## src/rtl/dir_input_ctrl.sv

```systemverilog
// Per-player pad synchronizer, debouncer and direction register, plus the IDLE/RUN/FROZEN game FSM.
// Optional macro DIR_REVERSAL_BLOCK_EN rejects presses directly opposite the current direction.
module dir_input_ctrl #(
  parameter int NUM_PLAYERS = 2,
  parameter int DEB_CYCLES  = 400000
) (
  input  logic                     clk_40MHz,
  input  logic                     reset,
  input  logic                     btn_reset,
  input  logic                     collided,
  input  logic [4*NUM_PLAYERS-1:0] pad_in,
  output logic [4*NUM_PLAYERS-1:0] dir_out,
  output logic [NUM_PLAYERS-1:0]   dir_valid,
  output logic [1:0]               game_state
);
  localparam int CW = $clog2(DEB_CYCLES + 1);

  typedef enum logic [1:0] {
    IDLE   = 2'b00,
    RUN    = 2'b01,
    FROZEN = 2'b10
  } state_t;

  state_t r_state, w_state_nxt;

  logic [NUM_PLAYERS-1:0] w_load;
  logic                   w_allow;
  logic                   w_zero;

  // A collision edge takes priority over any accept landing in the same cycle.
  assign w_zero  = (r_state == FROZEN) || ((r_state == RUN) && collided);
  assign w_allow = !btn_reset && !w_zero;

  for (genvar p = 0; p < NUM_PLAYERS; p++) begin : g_lane
    localparam logic [3:0] START = (p % 2 == 1) ? 4'b0010 : 4'b0001;

    logic [3:0]    r_sync1, r_sync2, r_last, r_dir;
    logic [CW-1:0] r_cnt;
    logic          r_vld;
    logic          w_acc, w_onehot, w_rev;
    logic [3:0]    w_opp;

    assign w_acc    = (r_sync2 == r_last) && (r_cnt == CW'(DEB_CYCLES - 1));
    assign w_onehot = $onehot(r_sync2);
    // Bit order {down, up, right, left}: swap within each axis pair.
    assign w_opp    = {r_dir[2], r_dir[3], r_dir[0], r_dir[1]};
`ifdef DIR_REVERSAL_BLOCK_EN
    assign w_rev    = (r_sync2 == w_opp);
`else
    assign w_rev    = 1'b0;
`endif
    assign w_load[p] = w_acc && w_onehot && (r_sync2 != r_dir) && !w_rev && w_allow;

    always_ff @(posedge clk_40MHz or posedge reset) begin
      if (reset) begin
        r_sync1 <= '0;
        r_sync2 <= '0;
        r_last  <= '0;
      end else begin
        r_sync1 <= pad_in[4*p +: 4];
        r_sync2 <= r_sync1;
        r_last  <= r_sync2;
      end
    end

    always_ff @(posedge clk_40MHz or posedge reset) begin
      if (reset) begin
        r_cnt <= '0;
      end else if (btn_reset || (r_sync2 != r_last)) begin
        r_cnt <= '0;
      end else if (r_cnt != CW'(DEB_CYCLES)) begin
        r_cnt <= r_cnt + CW'(1);
      end
    end

    always_ff @(posedge clk_40MHz or posedge reset) begin
      if (reset) begin
        r_dir <= START;
        r_vld <= 1'b0;
      end else if (btn_reset) begin
        r_dir <= START;
        r_vld <= 1'b0;
      end else if (w_zero) begin
        r_dir <= '0;
        r_vld <= 1'b0;
      end else if (w_load[p]) begin
        r_dir <= r_sync2;
        r_vld <= 1'b1;
      end else begin
        r_vld <= 1'b0;
      end
    end

    assign dir_out[4*p +: 4] = r_dir;
    assign dir_valid[p]      = r_vld;
  end

  always_ff @(posedge clk_40MHz or posedge reset) begin
    if (reset) r_state <= IDLE;
    else       r_state <= w_state_nxt;
  end

  always_comb begin
    w_state_nxt = r_state;
    if (btn_reset) begin
      w_state_nxt = IDLE;
    end else begin
      case (r_state)
        IDLE:    if (|w_load) w_state_nxt = RUN;
        RUN:     if (collided) w_state_nxt = FROZEN;
        FROZEN:  w_state_nxt = FROZEN;
        default: w_state_nxt = IDLE;
      endcase
    end
  end

  assign game_state = r_state;
endmodule

```

## config.mk

```make
export PLATFORM = sky130hd
export DESIGN_NAME = dir_input_ctrl
export DESIGN_NICKNAME = d
export VERILOG_FILES = /design/src/rtl/dir_input_ctrl.sv
export SDC_FILE = /design/constraint.sdc
export NUM_CORES = 1
export LEC_CHECK = 0
export ABC_AREA = 1
export CAP_MARGIN = 20
export CORE_MARGIN = 4
export CORE_UTILIZATION = 55
export DETAILED_ROUTE_END_ITERATION = 7
export PLACE_DENSITY = 0.74
export SLEW_MARGIN = 20
export SYNTH_ARGS = -nofsm -noshare
export SYNTH_HDL_FRONTEND = slang
export SYNTH_SLANG_ARGS = --single-unit
```

## constraint.sdc

```tcl
create_clock -name clk_40MHz -period 5.4 [get_ports clk_40MHz]
set_input_delay 1.35 -clock clk_40MHz [delete_from_list [all_inputs] [get_ports clk_40MHz]]
set_output_delay 1.35 -clock clk_40MHz [all_outputs]
set_load 0.005 [all_outputs]
```

==> results.py <==
metrics = {
    "timing": {
        "finClkSkew_ns": 0.0170,
        "finalCriticalPeriod_ns": 2.76,
        "max_freq_mhz": 363,
        "max-slew-margin-rel_pct": 46.4,
        "hold_viol_final": 0,
        "worst_pin_slew_ns": 0.803,
        "finalCritPeriodShare_pct": 51.0,
        "setup_viol": 0,
        "drv_slew": 0,
        "fin_setup_tns_ns": 0,
        "rsz0062_at_grt": "false",
    },
    "clock_tree": {
        "cts_hold_buf": 0,
        "root_buffer": "clkbuf_8",
        "cts_tree": "yes",
        "cts.sinks": 74,
        "cts_setup_buffers": 0,
        "numCtsBuffers": 9,
        "cts_resized": 0,
        "clk_path_buf_depth": 2,
        "clkSlewWorstSetupHoldPaths_ns": 0.10,
        "h-tree-depth": 3,
        "worstSkewPairLatency_ns": 0.36,
    },
    "route": {
        "drtIter0Drc": 155,
        "drc": 0,
        "routedWlPerCell_um": 12.8,
        "routed_via_density": 5.29,
        "dr.pass1.iters": 4,
        "routed_wl_um": 7480,
        "ant_nets": 0,
        "vias": 3092,
    },
    "job": {
        "maxCapViolCount": 0,
    },
    "worst_setup_path": {
        "crit_path_max_fanout": 13,
        "worst-setup-path-type": "in2reg",
        "cp.arrival_ns": 3.00,
        "crit_path_start_kind": "input port",
        "critPathRequiredTime_ns": 5.64,
        "end_kind": "flip-flop",
    },
    "yosys": {
        "synth-compound-area-share_pct": 8.55,
        "synth_top_family_by_area": "simple AND/OR/NAND/NOR gates",
        "syn_avg_cell_area_um2": 8.13,
        "ys_types": 33,
        "synth_area_um2": 3820,
        "muxShareOfSynthArea_pct": 0,
        "ys_seq_area_share_pct": 48.5,
        "yosys_warnings": 0,
        "post_synth_and_or_nand_nor_area_fraction_pct": 27.9,
        "syn_inst": 470,
        "synthAdderAreaFrac_pct": 4.65,
        "synth_xor_area_share_pct": 1.15,
        "synth-seq-cells": 74,
        "synth_fp_nets": 495,
    },
    "power_and_ir_drop": {
        "vdd_ir_drop_max_uv": 210,
        "leakagePower_uw": 0.00206,
        "switching_share_pct": 29.0,
        "p_per_area_nw_per_um2": 270,
        "total_power_uw": 1160,
        "pwr-share-comb_pct": 12.2,
        "p_sw_uw": 337,
        "clockPowerShare_pct": 36.1,
        "p_int_uw": 825,
        "seqPwrFrac_pct": 51.6,
    },
    "placement": {
        "dp.cells": 569,
        "place.port_buffers": 23,
        "dpl.hpwl_um": 5540,
        "globalplace.congestion": 0.860,
    },
    "global_routing": {
        "first_global_vias": 2975,
        "grt_antenna_before_repair": 0,
        "grt-ovfl-total": 0,
        "grt_pass1_wl_um": 13200,
        "grt_max_degree": 49,
        "grt_usage_pct": 19.7,
    },
    "layout": {
        "final_cell_count_no_fill": 585,
        "final_common_cell": "nand2_1",
        "diodes": 0,
        "layout.nets": 525,
        "final_layout_size_suffix_gt1_share_pct": 10.3,
        "fin_util_pct": 63.8,
        "layout_common_cells": "nand2_1 (107), inv_1 (73), dfrtp_1 (72)",
        "synthToLayoutAreaGrowth_pct": 12.8,
    },
    "floorplanning": {
        "ios": 24,
        "die_x_um": 91.3,
        "rows": 30,
        "die_area_um2": 8340,
        "core_area_um2": 6760,
        "start_util_pct": 56.5,
        "die_height_um": 91.3,
    },
    "run_status": {
        "status": "finished, final reports clean",
    },
    "min_path": {
        "hold_path.class": "reg2reg",
    },
}
==> cell families after synthesis <==
group,Yosys count
compound gates,61
xor+xnor,5
fa+ha+maj,13
buf+inv,88
flops,74
simple gates,229
==> flip-flops by register name, indices dropped and copies added, names as in the netlist <==
signal          cells
g_lane.r_cnt       38
g_lane.r_dir        8
g_lane.r_last       8
g_lane.r_sync1      8
g_lane.r_sync2      8
g_lane.r_vld        2
game_state          2
==> power groups by stage <==
stage               Combinational (uW)  Clock [uW]  Sequential [uW]
floorplan                         87.4           0              608
global placement                   137           0              610
detailed placement                 145           0              611
CTS                                145         435              600
global route                       168         465              603
finish                             142         420              600
==> per-layer routing <==
layer / up-vias / GRT usage (%) / part of all wire, %
li1: 1559 / - / -
met1: 1459 / 25.6 / 46
met2: 63 / 31.9 / 48
met3: 11 / 4.47 / 3.7
met4: 0 / 8.29 / 1.7
met5: - / 0 / 0
==> final cells by class <==
| cell class | count | area, um^2 |
|---|---|---|
| Clock buffer | 9 | 124 |
| Clock inverter | 7 | 66.3 |
| Fill cell | 567 | 2450 |
| Inverter | 83 | 313 |
| Multi-Input combinational cell | 308 | 1610 |
| Sequential cell | 74 | 1850 |
| Tap cell | 80 | 100 |
| Timing Repair Buffer | 24 | 238 |
==> cell usage after synthesis (all sizes together) <==
library cell | instances | share of area, %
inv | 83 | 8.2
dfstp | 2 | 1.4
a221oi | 1 | 0.23
nor4 | 4 | 0.65
a21oi | 26 | 3.4
o21ai | 25 | 3.4
xnor2 | 2 | 0.46
a211oi | 1 | 0.20
ha | 11 | 3.6
a31oi | 3 | 0.49
buf | 5 | 1.1
nand2 | 111 | 11
nand3 | 24 | 3.8
o21a | 1 | 0.20
nor3 | 13 | 2.8
xor2 | 3 | 0.69
dfrtp | 72 | 47
nor2 | 64 | 7.1
nand4 | 11 | 1.8
fa | 2 | 1.0
o22ai | 4 | 0.65
nand3b | 2 | 0.39
==> worst max-delay path: stages <==
cell             delay [ns]
clkdlybuf4s50_1        0.59
nor2_2                 0.53
inv_1                  0.26
a221oi_1               0.27
==> final timing paths <==
kind | end | slack [ns] | depth (start not counted) | start
max in group asynchronous | g_lane[0].r_cnt[10] | 3.13 | 3 | reset
max | g_lane[0].r_cnt[9] | 2.64 | 4 | btn_reset
min reg2reg | g_lane[0].r_sync2[0] | 0.35 | 0 | g_lane[0].r_sync1[0]
min in group asynchronous | g_lane[0].r_last[2] | 1.44 | 2 | reset
max reg2reg | game_state[1] | 2.80 | 14 | g_lane[1].r_sync2[0]
min | g_lane[0].r_sync2[0] | 0.35 | 0 | g_lane[0].r_sync1[0]
==> metrics by stage <==
| stage | setup WS (ns) | cell area [um^2] | hold slack, ns |
|---|---|---|---|
| 6_report | 2.64 | 4310 | 0.347 |
| 5_1_grt | 2.54 | 4310 | 0.356 |
| 4_1_cts | 2.62 | 4310 | 0.351 |
| 3_5_place_dp | 2.34 | 4120 | 0.336 |
| 3_3_place_gp | 2.39 | 4120 | 0.333 |
| 2_1_floorplan | 2.17 | 3820 | 0.331 |
Note: power is estimated with default switching activity, not from simulation.
